`src/rtl/fwrisc_dbg_pkg.sv`:
```
// Purpose: shared types and byte codes for the register-file debug bridge.
// Latency: n/a (package only).
// Backpressure: n/a (package only).
//
// Contents: FSM state enum, command codes ('R' 0x52, 'W' 0x57),
// response codes ('K' 0x4B ok, 'E' 0x45 error, '?' 0x3F unknown command).
package fwrisc_dbg_pkg;

    typedef enum logic [2:0] {
        ST_IDLE  = 3'd0,
        ST_ADDR  = 3'd1,
        ST_WDATA = 3'd2,
        ST_REQ   = 3'd3,
        ST_ACC   = 3'd4,
        ST_RCAP  = 3'd5,
        ST_SEND  = 3'd6,
        ST_ERR   = 3'd7
    } dbg_state_t;

    localparam logic [7:0] CMD_RD  = 8'h52;
    localparam logic [7:0] CMD_WR  = 8'h57;
    localparam logic [7:0] RSP_OK  = 8'h4B;
    localparam logic [7:0] RSP_ERR = 8'h45;
    localparam logic [7:0] RSP_BAD = 8'h3F;

    function automatic logic is_cmd(input logic [7:0] b);
        return (b == CMD_RD) || (b == CMD_WR);
    endfunction

endpackage

```
`src/rtl/fwrisc_dbg_txser.sv`:
```
// Purpose: send 1..4 bytes of a 32-bit word, LSB first, as a valid/ready byte stream.
// Latency: first byte valid the cycle after start; one byte per accepted handshake.
// Backpressure: tx_data/tx_valid hold while tx_ready is low; start ignored while busy.
//
// Ports: clock, reset (async active-low); start/word/cnt load a response
// (word must stay stable until idle); idle high when nothing left to send;
// tx_data/tx_valid/tx_ready byte stream.
module fwrisc_dbg_txser (
    input  logic        clock,
    input  logic        reset,
    input  logic        start,
    input  logic [31:0] word,
    input  logic [2:0]  cnt,
    output logic        idle,
    output logic [7:0]  tx_data,
    output logic        tx_valid,
    input  logic        tx_ready
);

    logic [1:0] idx;
    logic [2:0] rem;

    always_ff @(posedge clock or negedge reset) begin
        if (!reset) begin
            idx <= 2'd0;
            rem <= 3'd0;
        end else if (start && (rem == 3'd0)) begin
            idx <= 2'd0;
            rem <= cnt;
        end else if (tx_valid && tx_ready) begin
            idx <= idx + 2'd1;
            rem <= rem - 3'd1;
        end
    end

    // Byte select rather than a shift register: the word is held by the
    // owner, so the presented byte cannot change until idx advances.
    assign tx_data  = word[{idx, 3'b000} +: 8];
    assign tx_valid = (rem != 3'd0);
    assign idle     = (rem == 3'd0);

endmodule

```
`src/rtl/fwrisc_regfile_dbg.sv`:
```
// Purpose: byte-command debug bridge giving a host read/write access to the core register file.
// Latency: after the last command byte: 1 cycle to REQ, grant wait, 1 (write) or 2 (read) cycles, then response.
// Backpressure: rx_ready only while collecting command bytes; response bytes wait on tx_ready.
//
// Ports: clock, reset (async active-low); rx_data/rx_valid/rx_ready command bytes;
// tx_data/tx_valid/tx_ready response bytes; dbg_req/dbg_gnt port arbitration;
// dbg_raddr/dbg_rdata read port (1-cycle latency); dbg_waddr/dbg_wdata/dbg_wen write port.
// Option: FWRISC_DBG_ZERO_PROTECT_EN rejects writes to x0 with an error response
// and never touches the register file for them.
module fwrisc_regfile_dbg
    import fwrisc_dbg_pkg::*;
#(
    parameter int GNT_TIMEOUT = 255
) (
    input  logic        clock,
    input  logic        reset,
    input  logic [7:0]  rx_data,
    input  logic        rx_valid,
    output logic        rx_ready,
    output logic [7:0]  tx_data,
    output logic        tx_valid,
    input  logic        tx_ready,
    output logic        dbg_req,
    input  logic        dbg_gnt,
    output logic [5:0]  dbg_raddr,
    input  logic [31:0] dbg_rdata,
    output logic [5:0]  dbg_waddr,
    output logic [31:0] dbg_wdata,
    output logic        dbg_wen
);

    localparam int             TW      = $clog2(GNT_TIMEOUT + 1);
    localparam logic [TW-1:0]  TO_LAST = TW'(GNT_TIMEOUT - 1);

    dbg_state_t     state, state_nxt;
    logic           rdy_en;
    logic           is_wr;
    logic [5:0]     addr;
    logic [1:0]     wcnt;
    logic [31:0]    wdata_sh;
    logic [TW-1:0]  to_cnt;
    logic [31:0]    rdata_hold;
    logic           rx_take;
    logic           zero_blk;
    logic           ld_vld;
    logic [31:0]    ld_dat;
    logic [2:0]     ld_cnt;
    logic           ser_idle;

`ifdef FWRISC_DBG_ZERO_PROTECT_EN
    assign zero_blk = (addr == 6'd0);
`else
    assign zero_blk = 1'b0;
`endif

    // rdy_en keeps rx_ready low during reset and for the cycle it releases.
    assign rx_ready = rdy_en &&
                      ((state == ST_IDLE) || (state == ST_ADDR) || (state == ST_WDATA));
    assign rx_take  = rx_valid && rx_ready;
    assign dbg_req  = (state == ST_REQ) || (state == ST_ACC) || (state == ST_RCAP);
    assign dbg_wen  = (state == ST_ACC) && is_wr;

    // Responses are loaded on the edge that enters SEND/ERR, so those states
    // only wait for the serializer to drain.
    always_comb begin
        state_nxt = state;
        ld_vld    = 1'b0;
        ld_dat    = 32'h0;
        ld_cnt    = 3'd0;
        case (state)
            ST_IDLE: begin
                if (rx_take) begin
                    if (is_cmd(rx_data)) begin
                        state_nxt = ST_ADDR;
                    end else begin
                        state_nxt = ST_SEND;
                        ld_vld    = 1'b1;
                        ld_dat    = {24'h0, RSP_BAD};
                        ld_cnt    = 3'd1;
                    end
                end
            end
            ST_ADDR: begin
                if (rx_take) state_nxt = is_wr ? ST_WDATA : ST_REQ;
            end
            ST_WDATA: begin
                if (rx_take && (wcnt == 2'd3)) begin
                    if (zero_blk) begin
                        state_nxt = ST_ERR;
                        ld_vld    = 1'b1;
                        ld_dat    = {24'h0, RSP_ERR};
                        ld_cnt    = 3'd1;
                    end else begin
                        state_nxt = ST_REQ;
                    end
                end
            end
            ST_REQ: begin
                if (dbg_gnt) begin
                    state_nxt = ST_ACC;
                end else if (to_cnt == TO_LAST) begin
                    state_nxt = ST_ERR;
                    ld_vld    = 1'b1;
                    ld_dat    = {24'h0, RSP_ERR};
                    ld_cnt    = 3'd1;
                end
            end
            ST_ACC: begin
                if (is_wr) begin
                    state_nxt = ST_SEND;
                    ld_vld    = 1'b1;
                    ld_dat    = {24'h0, RSP_OK};
                    ld_cnt    = 3'd1;
                end else begin
                    state_nxt = ST_RCAP;
                end
            end
            ST_RCAP: begin
                state_nxt = ST_SEND;
                ld_vld    = 1'b1;
                ld_dat    = dbg_rdata;
                ld_cnt    = 3'd4;
            end
            ST_SEND, ST_ERR: begin
                if (ser_idle) state_nxt = ST_IDLE;
            end
            default: state_nxt = ST_IDLE;
        endcase
    end

    always_ff @(posedge clock or negedge reset) begin
        if (!reset) begin
            state      <= ST_IDLE;
            rdy_en     <= 1'b0;
            is_wr      <= 1'b0;
            addr       <= 6'd0;
            wcnt       <= 2'd0;
            wdata_sh   <= 32'h0;
            to_cnt     <= '0;
            rdata_hold <= 32'h0;
            dbg_raddr  <= 6'd0;
            dbg_waddr  <= 6'd0;
            dbg_wdata  <= 32'h0;
        end else begin
            state  <= state_nxt;
            rdy_en <= 1'b1;
            if ((state == ST_IDLE) && rx_take) is_wr <= (rx_data == CMD_WR);
            if ((state == ST_ADDR) && rx_take) begin
                addr <= rx_data[5:0];
                wcnt <= 2'd0;
            end
            // Little-endian payload: each new byte enters at the top.
            if ((state == ST_WDATA) && rx_take) begin
                wdata_sh <= {rx_data, wdata_sh[31:8]};
                wcnt     <= wcnt + 2'd1;
            end
            if ((state != ST_REQ) && (state_nxt == ST_REQ)) begin
                to_cnt <= '0;
            end else if ((state == ST_REQ) && !dbg_gnt) begin
                to_cnt <= to_cnt + 1'b1;
            end
            // Port addresses/data only move on a granted access, otherwise hold.
            if ((state == ST_REQ) && dbg_gnt) begin
                if (is_wr) begin
                    dbg_waddr <= addr;
                    dbg_wdata <= wdata_sh;
                end else begin
                    dbg_raddr <= addr;
                end
            end
            // Holding register doubles as the serializer source word.
            if (ld_vld) rdata_hold <= ld_dat;
        end
    end

    fwrisc_dbg_txser u_txser (
        .clock    (clock),
        .reset    (reset),
        .start    (ld_vld),
        .word     (rdata_hold),
        .cnt      (ld_cnt),
        .idle     (ser_idle),
        .tx_data  (tx_data),
        .tx_valid (tx_valid),
        .tx_ready (tx_ready)
    );

endmodule

```
`config.mk`:
```
export PLATFORM = sky130hd
export DESIGN_NAME = fwrisc_regfile_dbg
export DESIGN_NICKNAME = d
export VERILOG_FILES = /design/src/rtl/fwrisc_dbg_pkg.sv /design/src/rtl/fwrisc_dbg_txser.sv /design/src/rtl/fwrisc_regfile_dbg.sv
export SDC_FILE = /design/constraint.sdc
export NUM_CORES = 1
export LEC_CHECK = 0
export CORE_UTILIZATION = 49
export CTS_BUF_LIST = sky130_fd_sc_hd__clkbuf_8
export CTS_CLUSTER_SIZE = 25
export DETAILED_ROUTE_END_ITERATION = 16
export PLACE_DENSITY = 0.86
export SLEW_MARGIN = 25
export SYNTH_ARGS = -nofsm -noshare
export SYNTH_HDL_FRONTEND = slang
export SYNTH_SLANG_ARGS = --single-unit
```
`constraint.sdc`:
```
create_clock -name clock -period 1.6 [get_ports clock]
set_input_delay 0.16 -clock clock [delete_from_list [all_inputs] [get_ports clock]]
set_output_delay 0.16 -clock clock [all_outputs]
set_load 0.01 [all_outputs]
```
==> flow_metrics.env, run 1 <==
export IMPL_outcome="finished, violations left"
export IMPL_violations="negative setup slack"
export IMPL_syn_cell_area_sq_um=5770
export IMPL_reg2reg_from="state[2]"
export IMPL_critical_path_class="reg -> reg"
export IMPL_initial_utilization_pct=50.5
export IMPL_coreArea_sq_um=11400
export IMPL_worst_slack_ns=-0.300
export IMPL_r2r_setup_slack_ns=-0.30
export IMPL_required_ns=1.97
export IMPL_area_delta_synth_final_pct=59.0
export IMPL_grt_ovfl_total=0
export IMPL_grt_max_degree=46
export IMPL_ys_types=53
export IMPL_endpoint_kind="register"
export IMPL_tightestPinTransition_ns=0.513
export IMPL_critPathBufInv=5
export IMPL_fin_area_sq_um=9170
export IMPL_antenna_cells=0
export IMPL_period_needed_ns=1.90
export IMPL_num_rows=39
export IMPL_dpl_instance_area_sq_um=7200
export IMPL_finalCritPeriodShare_pct=119
export IMPL_p_clk_share_pct=22.0
export IMPL_place_congestion=0.880
export IMPL_viasPerCell=6.21
export IMPL_wl_per_cell_um=25.9
export IMPL_synthFlopType="dfrtp_1"
export IMPL_yosys_warnings=0
export IMPL_nets=714
export IMPL_hold_class="in -> async"
export IMPL_crit_path_start_kind="register"
export IMPL_drt_first_pass_iters=6
export IMPL_die_y_um=110
export IMPL_critPathArrivalTime_ns=2.27
export IMPL_netlist_top_cells_area="dfrtp_1 (58%), mux2_2 (15%), nand2_1 (5.8%)"
export IMPL_io_buffers=100
export IMPL_grt_pass1_vias=5135
export IMPL_root_buffer="clkbuf_8"
export IMPL_dieArea_sq_um=12200
export IMPL_clkTransAtPathRegs_ns=0.09
export IMPL_drc=0
export IMPL_ant_nets=0
export IMPL_clock_sinks=134
export IMPL_htree_num_levels=4
export IMPL_p_sw_uw=5060
export IMPL_mappedNetlistNets=518
export IMPL_grt_pass1_wl_um=28300
export IMPL_avgSynthCellArea_sq_um=12.3
export IMPL_synth_top_area_share_pct=58.2
export IMPL_hold_slack_ns=0.200
export IMPL_p_leak_uw=0.00428
export IMPL_ys_seq_area_share_pct=58.2
export IMPL_routed_wl_um=21200
export IMPL_setup_viol=143
export IMPL_combPwrFrac_pct=41.2
export IMPL_drive_above_1_share_pct=46.9
export IMPL_globalRouteTotalUtil_pct=30.4
export IMPL_slew_violations=0
export IMPL_via_count=5082
export IMPL_p_per_area_nw_per_um2=1580
export IMPL_hold_viol_final=0
export IMPL_skew_ns=0.0172
export IMPL_clk_path_buf_depth=2
export IMPL_ys_ff_latch=134
export IMPL_total_power_uw=14500
export IMPL_internal_power_uw=9420
export IMPL_die_x_um=110
export IMPL_num_io_pins=101
export IMPL_p_sw_share_pct=34.9
export IMPL_synth_edf_count=0
export IMPL_cp_slowest_cell="dfrtp_2"
export IMPL_yosysTopAreaCell="dfrtp_1"
export IMPL_rsz0062_at_grt="yes"
export IMPL_maxSlewHeadroom_pct=65.8
export IMPL_crit_chain="buf_12 > buf_6 > nand2b_4 > nor3_4 > buf_6 > buf_12 > buf_16 > o2bb2ai_4 > nand4bb_1"
export IMPL_ir_drop_uv=992
export IMPL_async_flop_share_pct=100
export IMPL_p_seq_share_pct=36.8
export IMPL_netlist_instances=468
export IMPL_fmax_ghz=0.526
export IMPL_clock_latency_ns=0.47
export IMPL_crit_fanout=5
export IMPL_r2r_end="state[0]"
export IMPL_tns_ns=-25.41
export IMPL_reg2regPathDepth=9
export IMPL_cts_made_buffers=17
export IMPL_critPathTopFamily="buffers and inverters"
export IMPL_cts_tree="yes"
export IMPL_cpPeakStageDelay_ns=0.44
export IMPL_dp_final_hpwl_um=8880
export IMPL_drt_iter0_markers=425
export IMPL_maxCapViolCount=0
export IMPL_antenna_found_initial=1
[cell usage in the layout, fill, tap and decap left out, drive strengths merged, types with 3 or more instances in the layout]
master,count
nor2,17
nand4,4
clkinvlp,4
and3,4
a21oi,4
dfrtp,134
nand2,90
clkbuf,23
o2bb2ai,3
nand3,15
nor3,4
a31oi,3
xor2,7
mux4,8
ha,5
o21ai,32
inv,7
bufinv,4
buf,109
clkdlybuf4s50,85
mux2,77
clkinv,3
[sequential cells by signal (all words and copies together), names as in the netlist, 2 cells and up]
name and cells:
addr 6, dbg_raddr 6, dbg_waddr 6, dbg_wdata 32, rdata_hold 32, state 3, to_cnt 8, u_txser.idx 2
u_txser.rem 3, wcnt 2, wdata_sh 32
[synth_stat cells, drive strengths merged, types with 3 or more instances]
master / n
clkbuf: 8
ha: 5
nand2: 90
nand4: 4
a21oi: 4
buf: 18
and3: 4
mux2: 77
nor2: 17
nor3: 4
mux4: 8
dfrtp: 134
inv: 5
o21ai: 32
a31oi: 3
xor2: 7
nand3: 15
[metrics by stage]
step | instances | setup slack (ns) | util [%]
after floorplan | 468 | -0.0416 | -
after global placement | 728 | -0.295 | 63.1
after detailed placement | 728 | -0.289 | 63.1
after CTS | 797 | -0.243 | 75.0
after global routing | 819 | -0.318 | 80.3
final | 819 | -0.300 | 80.3
[power groups by stage]
| stage | clock, uW | sequential (uW) | combinational, uW |
|---|---|---|---|
| global placement | 0 | 5050 | 3380 |
| finish | 3190 | 5320 | 5960 |
| detailed placement | 0 | 5120 | 3540 |
| global route | 3340 | 5370 | 6260 |
| CTS | 3070 | 5090 | 4710 |
| floorplan | 0 | 4850 | 2200 |
[how the worst max path moves through the flow]
stage / startpoint / endpoint / slack (ns) / cells past startpoint
floorplan: state[2] / wdata_sh[10] / -0.04 / 4
global placement: rx_data[4] / rdata_hold[1] / -0.29 / 7
detailed placement: rx_data[4] / rdata_hold[10] / -0.29 / 7
CTS: u_txser.idx[0] / tx_data[6] / -0.24 / 3
global route: state[2] / state[0] / -0.32 / 9
finish: state[2] / state[0] / -0.30 / 9
[repair_timing]
item	CTS	global route
endpoints found under the setup margin	117	146
pin swaps	31	42
hold buffers	1	0
gates cloned	12	6
setup buffers	25	22
gates resized for setup	188	88
endpoints found under the hold margin	30	0
[cell families (layout without fill, tap and decap cells)]
kind of cell               count (synthesis)  count (layout)  synth area share (%)
other                                      1               1                0.0650
xor gates and xnor gates                   9               9                  1.37
muxes                                     85              85                  18.2
DFF                                      134             134                  58.2
and+or+nand+nor                          152             152                  12.6
buffers and inverters                     31             238                  2.69
adders and majority gates                  5               5                  1.09
AOI/OAI and AO/OA                         51              52                  5.86
[layout make-up]
type                            instances  area [sq um]
Clock inverter                         13           181
Multi-Input combinational cell        304          2830
Inverter                                5          21.3
Clock buffer                           18           248
Fill cell                             565          2250
Sequential cell                       134          3360
Tap cell                              143           179
Timing Repair Buffer                  202          2350
[per-layer routing]
layer / part of all wire, % / GRT usage (%) / wire length [um] / vias up
met1: 38 / 36.3 / 8050 / 2588
li1: - / - / - / 2043
met4: 6.7 / 16.1 / 1420 / 2
met3: 7.0 / 7.63 / 1490 / 121
met5: 0.061 / 0 / 13 / -
met2: 48 / 50.8 / 10200 / 328
No activity file was read; power rests on OpenSTA's default activity.
==> run 2: changes to the inputs <==
PLACE_DENSITY = default   (was 0.86)
PLACE_DENSITY_LB_ADDON = 0.15   (was default)
==> flow_metrics.env, run 2 (synthesized netlist as in run 1, its figures left out) <==
export IMPL_num_rows=39
export IMPL_grt_pass1_vias=4657
export IMPL_total_power_uw=13700
export IMPL_critical_path_class="reg -> reg"
export IMPL_reg2reg_from="state[2]"
export IMPL_dieArea_sq_um=12200
export IMPL_clock_sinks=134
export IMPL_cts_tree="yes"
export IMPL_period_needed_ns=1.82
export IMPL_place_congestion=0.811
export IMPL_tightestPinTransition_ns=0.521
export IMPL_fmax_ghz=0.548
export IMPL_cts_made_buffers=17
export IMPL_layout_common_cells="dfrtp_1 (130), clkdlybuf4s50_1 (87), nand2_1 (78), mux2_4 (47), buf_6 (40)"
export IMPL_crit_start="state[2]"
export IMPL_p_leak_uw=0.00418
export IMPL_violations="negative setup slack"
export IMPL_coreArea_sq_um=11400
export IMPL_endpoint_kind="register"
export IMPL_slew_violations=0
export IMPL_p_per_area_nw_per_um2=1510
export IMPL_drive_above_1_share_pct=45.0
export IMPL_ant_nets=0
export IMPL_clkTransAtPathRegs_ns=0.08
export IMPL_area_delta_synth_final_pct=56.4
export IMPL_maxCapViolCount=0
export IMPL_die_x_um=110
export IMPL_drt_first_pass_iters=5
export IMPL_drt_iter0_markers=280
export IMPL_stdcell_count=808
export IMPL_clk_path_buf_depth=2
export IMPL_nets=705
export IMPL_final_common_cell="dfrtp_1"
export IMPL_worst_slack_ns=-0.224
export IMPL_finalCritPeriodShare_pct=114
export IMPL_maxSlewHeadroom_pct=65.3
export IMPL_grt_pass1_wl_um=24800
export IMPL_antenna_cells=0
export IMPL_dp_slack_ns=-0.288
export IMPL_critPathArrivalTime_ns=2.15
export IMPL_grt_ovfl_total=0
export IMPL_rsz0062_at_grt="yes"
export IMPL_root_buffer="clkbuf_8"
export IMPL_globalRouteTotalUtil_pct=26.3
export IMPL_viasPerCell=5.78
export IMPL_dp_final_hpwl_um=8510
export IMPL_initial_utilization_pct=50.5
export IMPL_reg2regPathDepth=8
export IMPL_die_y_um=110
export IMPL_setup_viol=119
export IMPL_clock_latency_ns=0.44
export IMPL_final_core_util_pct=79.0
export IMPL_routed_wl_um=17500
export IMPL_io_buffers=100
export IMPL_crit_fanout=7
export IMPL_htree_num_levels=4
export IMPL_required_ns=1.92
export IMPL_place_inst=731
export IMPL_antenna_found_initial=0
export IMPL_drc=0
export IMPL_outcome="finished, violations left"
export IMPL_reg_largest_list="dbg_wdata (32), rdata_hold (32), wdata_sh (32)"
export IMPL_num_io_pins=101
export IMPL_hold_viol_final=0
export IMPL_skew_ns=0.0146
export IMPL_wl_per_cell_um=21.7
export IMPL_hold_class="in -> async"
export IMPL_via_count=4668
export IMPL_ir_drop_uv=1210
export IMPL_grt_max_degree=51
export IMPL_crit_path_start_kind="register"
[run 2: final cells by class]
type	instances	area [sq um]
inverters	5	23.8
fillers	677	2400
multi-input cells	304	2810
clock buffers	17	234
repair buffers	193	2250
clock inverters	12	159
well taps	143	179
flip-flops and latches	134	3360
[run 2: power breakdown]
part | internal (uW) | switching, uW
Combinational | 3200 | 2350
Sequential | 4360 | 871
Clock | 1510 | 1360
Total | 9080 | 4580
[run 2: through the flow]
step                setup TNS (ns)  area [sq um]  hold slack, ns
floorplan                    -1.11          5780          -0.136
global placement            -20.98          7260           0.149
detailed placement          -22.04          7260           0.152
CTS                          -8.83          8530           0.245
global route                -18.15          9010           0.253
finish                      -14.39          9010           0.248
[run 2: metal layers]
metal,part of all wire (%),up-vias,wire length (um),global-route usage (%)
met5,0,-,0,0
met4,1.9,0,337,9.24
met3,6.7,34,1170,6.09
met2,50,209,8850,43.4
met1,41,2425,7190,34.2
li1,-,2000,-,-
[run 2: timing repair]
item / CTS / global route
resized for setup: 182 / 81
pin swaps: 35 / 26
hold buffers: 1 / 0
setup buffers: 22 / 11
endpoints found under the setup margin: 127 / 127
endpoints found under the hold margin: 47 / 0
gates cloned: 13 / 4
[run 2: critical path, stage by stage, from the launching register on]
cell and delay (ns):
dfrtp_2 0.46, buf_6 0.13, and4bb_2 0.26, buf_6 0.13
a31oi_4 0.21, o21ai_4 0.10, buf_6 0.15, buf_16 0.14
o2bb2ai_4 0.11
[run 2: final timing paths]
| check | end | slack, ns |
|---|---|---|
| setup / recovery | u_txser.rem[0] | -0.22 |
| hold / removal | rdy_en | 0.25 |
| setup reg to reg | u_txser.rem[0] | -0.22 |
| hold reg to reg | dbg_wdata[23] | 0.51 |
| max in group asynchronous | u_txser.idx[0] | 0.78 |
| min in group clock | rdata_hold[26] | 0.26 |
